### src/rtl/i2c_pkg.sv
// Shared I2C definitions: PHY bit commands, byte-controller states and ACK levels.
package i2c_pkg;

    typedef enum logic [2:0] {
        BIT_NOP   = 3'd0,
        BIT_START = 3'd1,
        BIT_STOP  = 3'd2,
        BIT_READ  = 3'd3,
        BIT_WRITE = 3'd4
    } bit_cmd_e;

    typedef enum logic [2:0] {
        ST_IDLE,
        ST_WAIT_BUS,
        ST_START,
        ST_DATA,
        ST_ACK,
        ST_STOP,
        ST_ABORT
    } byte_state_e;

    localparam logic I2C_ACK  = 1'b0;
    localparam logic I2C_NACK = 1'b1;

endpackage

### src/rtl/i2c_master_byte_ctrl.sv
// Byte-level I2C master: sequences START / 8 data bits / ACK / STOP on the bit PHY.
// Build option I2C_NACK_AUTOSTOP_EN: a NACKed write without STOP still issues STOP.
module i2c_master_byte_ctrl
    import i2c_pkg::*;
#(
    parameter int BUS_WAIT_LIMIT = 0
) (
    input  logic       clk_i,
    input  logic       rst_n_i,
    input  logic       cmd_valid_i,
    output logic       cmd_ready_o,
    input  logic       cmd_start_i,
    input  logic       cmd_stop_i,
    input  logic       cmd_read_i,
    input  logic       cmd_ack_i,
    input  logic [7:0] wr_data_i,
    output logic       done_o,
    output logic [7:0] rd_data_o,
    output logic       rx_ack_o,
    output logic       arb_lost_o,
    output logic       timeout_o,
    output logic [2:0] phy_cmd_o,
    output logic       phy_data_o,
    input  logic       phy_data_i,
    input  logic       phy_cmd_done_i,
    input  logic       phy_arb_lost_i,
    input  logic       phy_bus_busy_i
);

    localparam logic [15:0] WAIT_LIM = 16'(BUS_WAIT_LIMIT);
    localparam bit          WAIT_EN  = (BUS_WAIT_LIMIT != 0);

    byte_state_e state_q, state_d;
    bit_cmd_e    phy_cmd_q, cmd_d;
    logic        phy_data_q, pdata_d;
    logic [7:0]  shreg_q, shreg_d;
    logic [2:0]  bit_cnt_q, bit_cnt_d;
    logic        read_q, read_d;
    logic        stop_q, stop_d;
    logic        ack_q, ack_d;
    logic        owned_q, owned_d;
    logic        inflight_q, inflight_d;
    logic [15:0] wait_cnt_q, wait_cnt_d;
    logic        done_q, done_d;
    logic        arb_q, arb_d;
    logic        tmo_q, tmo_d;
    logic [7:0]  rd_data_q, rd_data_d;
    logic        rx_ack_q, rx_ack_d;
    logic        nack_stop;

`ifdef I2C_NACK_AUTOSTOP_EN
    assign nack_stop = !read_q && (phy_data_i == I2C_NACK);
`else
    assign nack_stop = 1'b0;
`endif

    assign cmd_ready_o = (state_q == ST_IDLE);
    assign phy_cmd_o   = phy_cmd_q;
    assign phy_data_o  = phy_data_q;
    assign done_o      = done_q;
    assign arb_lost_o  = arb_q;
    assign timeout_o   = tmo_q;
    assign rd_data_o   = rd_data_q;
    assign rx_ack_o    = rx_ack_q;

    always_comb begin
        state_d    = state_q;
        cmd_d      = phy_cmd_q;
        pdata_d    = phy_data_q;
        shreg_d    = shreg_q;
        bit_cnt_d  = bit_cnt_q;
        read_d     = read_q;
        stop_d     = stop_q;
        ack_d      = ack_q;
        owned_d    = owned_q;
        inflight_d = inflight_q;
        wait_cnt_d = wait_cnt_q;
        done_d     = 1'b0;
        arb_d      = 1'b0;
        tmo_d      = 1'b0;
        rd_data_d  = rd_data_q;
        rx_ack_d   = rx_ack_q;

        unique case (state_q)
            ST_IDLE: begin
                cmd_d   = BIT_NOP;
                pdata_d = 1'b1;
                if (cmd_valid_i) begin
                    read_d     = cmd_read_i;
                    stop_d     = cmd_stop_i;
                    ack_d      = cmd_ack_i;
                    shreg_d    = wr_data_i;
                    bit_cnt_d  = '0;
                    wait_cnt_d = '0;
                    if (cmd_start_i) begin
                        state_d = ST_WAIT_BUS;
                    end else begin
                        state_d = ST_DATA;
                        cmd_d   = cmd_read_i ? BIT_READ : BIT_WRITE;
                        pdata_d = cmd_read_i | wr_data_i[7];
                    end
                end
            end
            ST_WAIT_BUS: begin
                // A bus we already own is busy only because of us: repeated START goes ahead.
                if (!phy_bus_busy_i || owned_q) begin
                    state_d = ST_START;
                    cmd_d   = BIT_START;
                    pdata_d = 1'b1;
                end else if (WAIT_EN && wait_cnt_q == WAIT_LIM) begin
                    state_d = ST_IDLE;
                    done_d  = 1'b1;
                    tmo_d   = 1'b1;
                end else begin
                    wait_cnt_d = wait_cnt_q + 16'd1;
                end
            end
            ST_START: begin
                if (phy_cmd_done_i) begin
                    owned_d = 1'b1;
                    state_d = ST_DATA;
                    cmd_d   = read_q ? BIT_READ : BIT_WRITE;
                    pdata_d = read_q | shreg_q[7];
                end
            end
            ST_DATA: begin
                if (phy_cmd_done_i) begin
                    shreg_d   = {shreg_q[6:0], phy_data_i};
                    bit_cnt_d = bit_cnt_q + 3'd1;
                    if (bit_cnt_q == 3'd7) begin
                        state_d = ST_ACK;
                        cmd_d   = read_q ? BIT_WRITE : BIT_READ;
                        pdata_d = read_q ? ack_q : 1'b1;
                    end else begin
                        pdata_d = read_q | shreg_q[6];
                    end
                end
            end
            ST_ACK: begin
                if (phy_cmd_done_i) begin
                    if (read_q) rd_data_d = shreg_q;
                    else        rx_ack_d  = phy_data_i;
                    pdata_d = 1'b1;
                    if (stop_q || nack_stop) begin
                        state_d = ST_STOP;
                        cmd_d   = BIT_STOP;
                    end else begin
                        state_d = ST_IDLE;
                        cmd_d   = BIT_NOP;
                        done_d  = 1'b1;
                    end
                end
            end
            ST_STOP: begin
                if (phy_cmd_done_i) begin
                    owned_d = 1'b0;
                    state_d = ST_IDLE;
                    cmd_d   = BIT_NOP;
                    done_d  = 1'b1;
                end
            end
            ST_ABORT: begin
                cmd_d   = BIT_NOP;
                pdata_d = 1'b1;
                if (!inflight_q || phy_cmd_done_i) begin
                    state_d    = ST_IDLE;
                    done_d     = 1'b1;
                    arb_d      = 1'b1;
                    owned_d    = 1'b0;
                    inflight_d = 1'b0;
                end
            end
            default: state_d = ST_IDLE;
        endcase

        // Arbitration loss overrides whatever the state decided this cycle.
        if (phy_arb_lost_i && state_q != ST_IDLE && state_q != ST_ABORT) begin
            cmd_d     = BIT_NOP;
            pdata_d   = 1'b1;
            tmo_d     = 1'b0;
            rd_data_d = rd_data_q;
            rx_ack_d  = rx_ack_q;
            if (phy_cmd_done_i) begin
                state_d    = ST_IDLE;
                done_d     = 1'b1;
                arb_d      = 1'b1;
                owned_d    = 1'b0;
                inflight_d = 1'b0;
            end else begin
                state_d    = ST_ABORT;
                done_d     = 1'b0;
                inflight_d = (phy_cmd_q != BIT_NOP);
            end
        end
    end

    always_ff @(posedge clk_i or negedge rst_n_i) begin
        if (!rst_n_i) begin
            state_q    <= ST_IDLE;
            phy_cmd_q  <= BIT_NOP;
            phy_data_q <= 1'b1;
            shreg_q    <= '0;
            bit_cnt_q  <= '0;
            read_q     <= 1'b0;
            stop_q     <= 1'b0;
            ack_q      <= 1'b1;
            owned_q    <= 1'b0;
            inflight_q <= 1'b0;
            wait_cnt_q <= '0;
            done_q     <= 1'b0;
            arb_q      <= 1'b0;
            tmo_q      <= 1'b0;
            rd_data_q  <= 8'h00;
            rx_ack_q   <= 1'b1;
        end else begin
            state_q    <= state_d;
            phy_cmd_q  <= cmd_d;
            phy_data_q <= pdata_d;
            shreg_q    <= shreg_d;
            bit_cnt_q  <= bit_cnt_d;
            read_q     <= read_d;
            stop_q     <= stop_d;
            ack_q      <= ack_d;
            owned_q    <= owned_d;
            inflight_q <= inflight_d;
            wait_cnt_q <= wait_cnt_d;
            done_q     <= done_d;
            arb_q      <= arb_d;
            tmo_q      <= tmo_d;
            rd_data_q  <= rd_data_d;
            rx_ack_q   <= rx_ack_d;
        end
    end

endmodule

### config.mk
export PLATFORM = sky130hd
export DESIGN_NAME = i2c_master_byte_ctrl
export DESIGN_NICKNAME = d
export VERILOG_FILES = /design/src/rtl/i2c_pkg.sv /design/src/rtl/i2c_master_byte_ctrl.sv
export SDC_FILE = /design/constraint.sdc
export NUM_CORES = 1
export LEC_CHECK = 0
export CORE_ASPECT_RATIO = 1.75
export CORE_MARGIN = 5
export CORE_UTILIZATION = 45
export CTS_CLUSTER_SIZE = 16
export DETAILED_ROUTE_END_ITERATION = 6
export DONT_BUFFER_PORTS = 1
export HOLD_SLACK_MARGIN = 0.08
export REMOVE_ABC_BUFFERS = 1
export SYNTH_ARGS = -nofsm -noshare
export SYNTH_HDL_FRONTEND = slang
export SYNTH_SLANG_ARGS = --single-unit
### constraint.sdc
create_clock -name clk_i -period 2.3 [get_ports clk_i]
set_input_delay 0.575 -clock clk_i [delete_from_list [all_inputs] [get_ports clk_i]]
set_output_delay 0.575 -clock clk_i [all_outputs]
set_load 0.1 [all_outputs]
==> qor.yml, run 1 <==
layout:
  utilization_pct: 49.7
  num_antenna_cells: 0
  drive_gt1_share_pct: 22.1
  layoutNonFillerInstCount: 246
  area_growth_pct: 6.00
  nets: 215
  fillerInstances: 404
  fin_area_mm2: 0.00221
worst_setup_path:
  crit_required_ns: 1.73
  path_class: "flop to output port"
  crit_path_end_kind: "output port"
  critPathArrivalTime_ns: 1.62
  cp-start-kind: "flop"
  cp_max_fo: 16
yosys:
  synth_flop_cell: "dfrtp_1"
  synth-edff-count: 0
  syn_area_per_cell_um2: 10.6
  synthCells: 196
  yosysSeqAreaShare_pct: 41.0
  syn_area_mm2: 0.00209
  synthArstFlopShare_pct: 100
  ys_types: 58
  yosysWarnings: 0
  ys_seq_elements: 34
timing:
  slew_viol_final: 0
  fin_skew_ns: 0.00342
  rsz0062_at_grt: "no"
  fmax_mhz: 455
  setup_viol: 0
  fin_crit_ns: 2.20
  hold_violations: 0
  tightest_slew_ns: 0.930
  slew_headroom_pct: 38.0
  tns_ns: 0
  finalCritPeriodShare_pct: 95.6
clock_tree:
  clk_path_buf_depth: 2
  clk_latency_ns: 0.29
  cts_root_buffer: "clkbuf_8"
  post-cts-setup-buffers: 0
  path_clk_slew_ns: 0.07
  cts_sinks: 34
  cts_made_buffers: 5
  htreeDepth: 2
  tritoncts: "yes"
die:
  rows: 32
  core_mm2: 0.00444
  dieWidth_um: 61.5
  fp.dieH_um: 100
  ioPinCount: 36
  start_util_pct: 46.9
  die_area_mm2: 0.00615
grt:
  grt_pass1_wl_um: 7770
  grt_pass1_vias: 1602
  grt_overflow: 0
  grt_max_degree: 32
  grt.total_usage_pct: 16.9
  grt_antenna_before_repair: 0
detailed_routing:
  wl_per_cell_um: 18.9
  first_pass_iters: 5
  num_vias: 1496
  drt-total-wl_um: 4660
  drc: 0
  final_antenna_net_count: 0
  first_iter_violations: 61
  via_per_inst: 6.08
min_path:
  hp-class: "input pin to asynchronous set/reset pin"
place:
  dp.cells: 237
  io_buffer_count: 0
  dp_hpwl_um: 3390
  gp_congestion: 0.879
  placed_area_mm2: 0.00208
run_status:
  status: "completed"
flow_run:
  drv_cap: 0
==> layer usage <==
layer | part of all wire (%) | global-route usage [%] | vias up
li1 | - | - | 705
met4 | 2.9 | 7.35 | 0
met2 | 53 | 28.9 | 50
met5 | 0 | 0 | -
met3 | 7.1 | 4.63 | 10
met1 | 37 | 19.1 | 731
==> sequential cells by signal (all words and copies together) (netlist names), 3 cells and up <==
register   flops
state_q        3
shreg_q        8
phy_cmd_o      3
bit_cnt_q      3
rd_data_o      8
==> area by class of cell <==
cell class / count / area (µm²) / area share, %
Tap cell: 51 / 63.8 / 2.89
Clock buffer: 6 / 72.6 / 3.28
Sequential cell: 34 / 856 / 38.7
Clock inverter: 2 / 37.5 / 1.70
Multi-Input combinational cell: 138 / 1080 / 48.8
Inverter: 6 / 22.5 / 1.02
Timing Repair Buffer: 9 / 80.1 / 3.62
==> synthesized netlist by cell type, types with 2 or more instances <==
cell type | n | area (µm²)
a31oi_1 | 3 | 18.8
o21ai_0 | 15 | 75.1
nand2_1 | 19 | 71.3
buf_6 | 6 | 67.6
mux2_1 | 5 | 56.3
and3b_1 | 3 | 26.3
nor3_1 | 2 | 10.0
o211ai_1 | 2 | 15.0
nand3_1 | 2 | 10.0
a32o_1 | 2 | 20.0
o21ai_1 | 2 | 10.0
a22o_1 | 2 | 17.5
ha_1 | 2 | 25.0
a2bb2oi_1 | 3 | 26.3
or3_1 | 3 | 18.8
nor2_1 | 6 | 22.5
buf_2 | 5 | 25.0
mux2_2 | 13 | 146
nand3b_1 | 2 | 15.0
o311ai_0 | 2 | 17.5
dfstp_2 | 3 | 78.8
inv_1 | 6 | 22.5
mux2i_1 | 9 | 90.1
and4b_1 | 2 | 20.0
dfrtp_1 | 31 | 776
a21oi_1 | 5 | 25.0
nor2b_1 | 6 | 37.5
buf_4 | 3 | 22.5
clkbuf_1 | 3 | 11.3
==> placed cells by master, fill, tap and decap left out, types with 2 or more instances in the layout <==
cell type,synthesis,layout
a21oi_1,5,5
a22o_1,2,2
a2bb2oi_1,3,3
a31oi_1,3,3
a32o_1,2,2
and3b_1,3,3
and4b_1,2,2
buf_4,3,8
clkbuf_8,0,5
dfrtp_1,31,30
dfstp_2,3,3
ha_1,2,2
inv_1,6,6
mux2_1,5,5
mux2_2,13,13
mux2i_1,9,9
nand2_1,19,19
nand3_1,2,2
nand3b_1,2,2
nor2_1,6,6
nor2b_1,6,6
nor3_1,2,2
o211ai_1,2,2
o21ai_0,15,15
o21ai_1,2,2
o311ai_0,2,2
or3_1,3,3
==> worst paths after layout <==
path / from / endpoint / slack [ns] / cells after the start
max: state_q[1] / cmd_ready_o / 0.10 / 2
min: rst_n_i / state_q[2] / 0.10 / 1
max reg2reg: state_q[1] / state_q[1] / 0.29 / 5
min reg2reg: bit_cnt_q[0] / bit_cnt_q[0] / 0.49 / 1
max in group asynchronous: rst_n_i / phy_cmd_o[0] / 2.02 / 1
min in group clk_i: phy_cmd_done_i / owned_q / 0.39 / 1
==> worst max-delay path, cell delays in order (launching register included) <==
cell	delay (ns)
dfrtp_1	0.59
nor3_4	0.38
buf_4	0.35
==> cells by family (layout without fill, tap and decap cells) <==
kind of cell             count (synthesis)  after routing  synth area share (%)
flip-flops                              34             34                  41.0
AO/OA/AOI/OAI                           51             51                  18.9
AND/OR/NAND/NOR                         55             55                  16.2
adder cells (fa/ha/maj)                  2              2                  1.20
XOR/XNOR                                 2              2                  1.20
buffers and inverters                   24             23                  7.32
multiplexers                            27             27                  14.0
other                                    1              1                 0.180
==> metrics by stage <==
step	setup slack (ns)	hold WS, ns
detailed placement	0.262	0.280
global placement	0.338	0.280
global route	0.0312	0.103
CTS	0.00423	0.107
finish	0.101	0.100
floorplan	-0.125	0.279
==> repair_timing <==
item	CTS	global route
setup endpoints to repair	0	1
endpoints found under the hold margin	31	0
resized for setup	0	1
hold buffers	1	0
Power of run 1 is not shown: default switching activity piles up to over one toggle a cycle in this logic, so the estimate is an artifact.
==> inputs of run 2 (changes only) <==
- CORE_MARGIN: 5 -> not set
==> run 2 against run 1 <==
Global-route usage is 5.5 points higher. First-iteration DRC count is 16% lower. Clock skew hardly changed. Final area stayed put. Fmax is 0.41% higher. Worst hold slack worse by 0.0020 ns. Critical path type unchanged. Critical endpoint unchanged.
==> qor.yml, run 2 (same netlist as run 1, synthesis figures left out) <==
layout:
  final_common_cell: "dfrtp_1"
  utilization_pct: 49.7  # unchanged
  drive_gt1_share_pct: 22.1  # unchanged
  area_growth_pct: 6.00  # unchanged
  nets: 215  # unchanged
  num_antenna_cells: 0  # unchanged
  final_cell_mix: "30 x dfrtp_1, 19 x nand2_1, 15 x o21ai_0, 13 x mux2_2, 9 x mux2i_1"
detailed_routing:
  num_vias: 1548  # +3.5%
  first_pass_iters: 5  # unchanged
  drt-total-wl_um: 4780  # +2.6%
  first_iter_violations: 51  # -16%
  drc: 0  # unchanged
  via_per_inst: 6.29  # +3.5%
  wl_per_cell_um: 19.4  # +2.6%
  final_antenna_net_count: 0  # unchanged
clock_tree:
  cts_sinks: 34  # unchanged
  htreeDepth: 2  # unchanged
  clk_path_buf_depth: 2  # unchanged
  cts_made_buffers: 5  # unchanged
  tritoncts: "yes"
  clk_latency_ns: 0.29  # about the same
  path_clk_slew_ns: 0.07  # about the same
  cts_root_buffer: "clkbuf_8"
worst_setup_path:
  cp_max_fo: 17  # +1
  cpMaxStageDelayCell: "dfrtp_1"
  cp-start-kind: "flop"
  crit_chain: "nor3_4 -> buf_4"
  path_class: "flop to output port"
  crit_required_ns: 1.73  # about the same
  cpPeakStageDelay_ns: 0.59  # about the same
  crit_path_end_kind: "output port"
  critPathArrivalTime_ns: 1.61  # about the same
grt:
  grt_use_met1_pct: 23.7  # +4.7 points
  grt_pass1_wl_um: 7910  # +1.8%
  grt_overflow: 0  # unchanged
  busiest_layer: "met2"
  grt_pass1_vias: 1624  # +1.4%
  met3_usage_pct: 6.30  # +1.7 points
  met2_usage_pct: 37.5  # +8.6 points
  grt_max_degree: 32  # unchanged
  grt.total_usage_pct: 22.5  # +5.5 points
  grt_antenna_before_repair: 0  # unchanged
timing:
  fmax_mhz: 457  # +0.41%
  setup_viol: 0  # unchanged
  fin_skew_ns: 0.00351  # +0.0000899 ns
  finalCritPeriodShare_pct: 95.2  # -0.39 points
  tns_ns: 0  # unchanged
  fin_hold_ws_ns: 0.0984  # -0.00203 ns
  fin_crit_ns: 2.19  # -0.00906 ns
  slew_headroom_pct: 38.3  # +0.26 points
  hold_violations: 0  # unchanged
  rsz0062_at_grt: "no"
  slew_viol_final: 0  # unchanged
  tightest_slew_ns: 0.926  # -0.00386 ns
min_path:
  hp-class: "input pin to asynchronous set/reset pin"
die:
  core_mm2: 0.00444  # unchanged
  ioPinCount: 36  # unchanged
  die_area_mm2: 0.00492  # -20%
  rows: 32  # unchanged
  dieWidth_um: 53.5  # -13%
  start_util_pct: 46.9  # unchanged
  fp.dieH_um: 92.1  # -8.0%
place:
  dp_hpwl_um: 3350  # -1.4%
  gp_congestion: 0.995  # +13%
  io_buffer_count: 0  # unchanged
flow_run:
  drv_cap: 0  # unchanged
run_status:
  status: "completed"
[run 2: final cells by class]
type                       count  area, µm²
inverter                       6       22.5
fill                         420       2230
sequential                    34        856
clock inverter                 2       37.5
multi-input combinational    138       1080
timing repair buffer           9       80.1
clock buffer                   6       72.6
tap                           51       63.8
[run 2: timing repair]
action                     in CTS  in global routing
hold endpoints to repair       31                  0
buffers inserted                0                  0
setup endpoints to repair       0                  1
gates resized for setup         0                  1
hold buffers                    1                  0
[run 2: layer usage]
metal / up-vias / share of wire (%)
li1: 711 / -
met1: 757 / 36
met2: 66 / 52
met3: 14 / 7.5
met4: 0 / 4.2
met5: - / 0
[run 2: critical path: cells and delay by family (launching register included)]
kind,cells,cell delay (ns)
buffers and inverters,1,0.36
flip-flops,1,0.59
AND/OR/NAND/NOR,1,0.37
[run 2: final timing paths]
kind                       cells after the start            to           start  slack, ns
hold / removal                                 1    state_q[1]         rst_n_i        0.1
min in group clk_i                             1       owned_q  phy_cmd_done_i       0.38
setup / recovery                               2   cmd_ready_o      state_q[2]       0.11
setup reg to reg                               4    state_q[1]      state_q[2]       0.22
hold reg to reg                                1  bit_cnt_q[1]    bit_cnt_q[1]       0.50
max in group asynchronous                      1  bit_cnt_q[1]         rst_n_i       2.02
[run 2: metrics by stage]
step / area, µm² / worst slack, ns / std cells
after CTS: 2210 / 0.00101 / 246
after global placement: 2080 / 0.285 / 237
after detailed placement: 2080 / 0.248 / 237
after floorplan: 1960 / -0.125 / 178
final: 2210 / 0.110 / 246
after global routing: 2210 / 0.0403 / 246
Power of run 2 is left out for the same reason.
==> inputs of run 3 (changes only) <==
- GPL_ROUTABILITY_DRIVEN: not set -> 0
==> results of run 3 <==
Final layout, timing and power as in run 2 (identical DEF).
Power of run 3 is left out for the same reason.
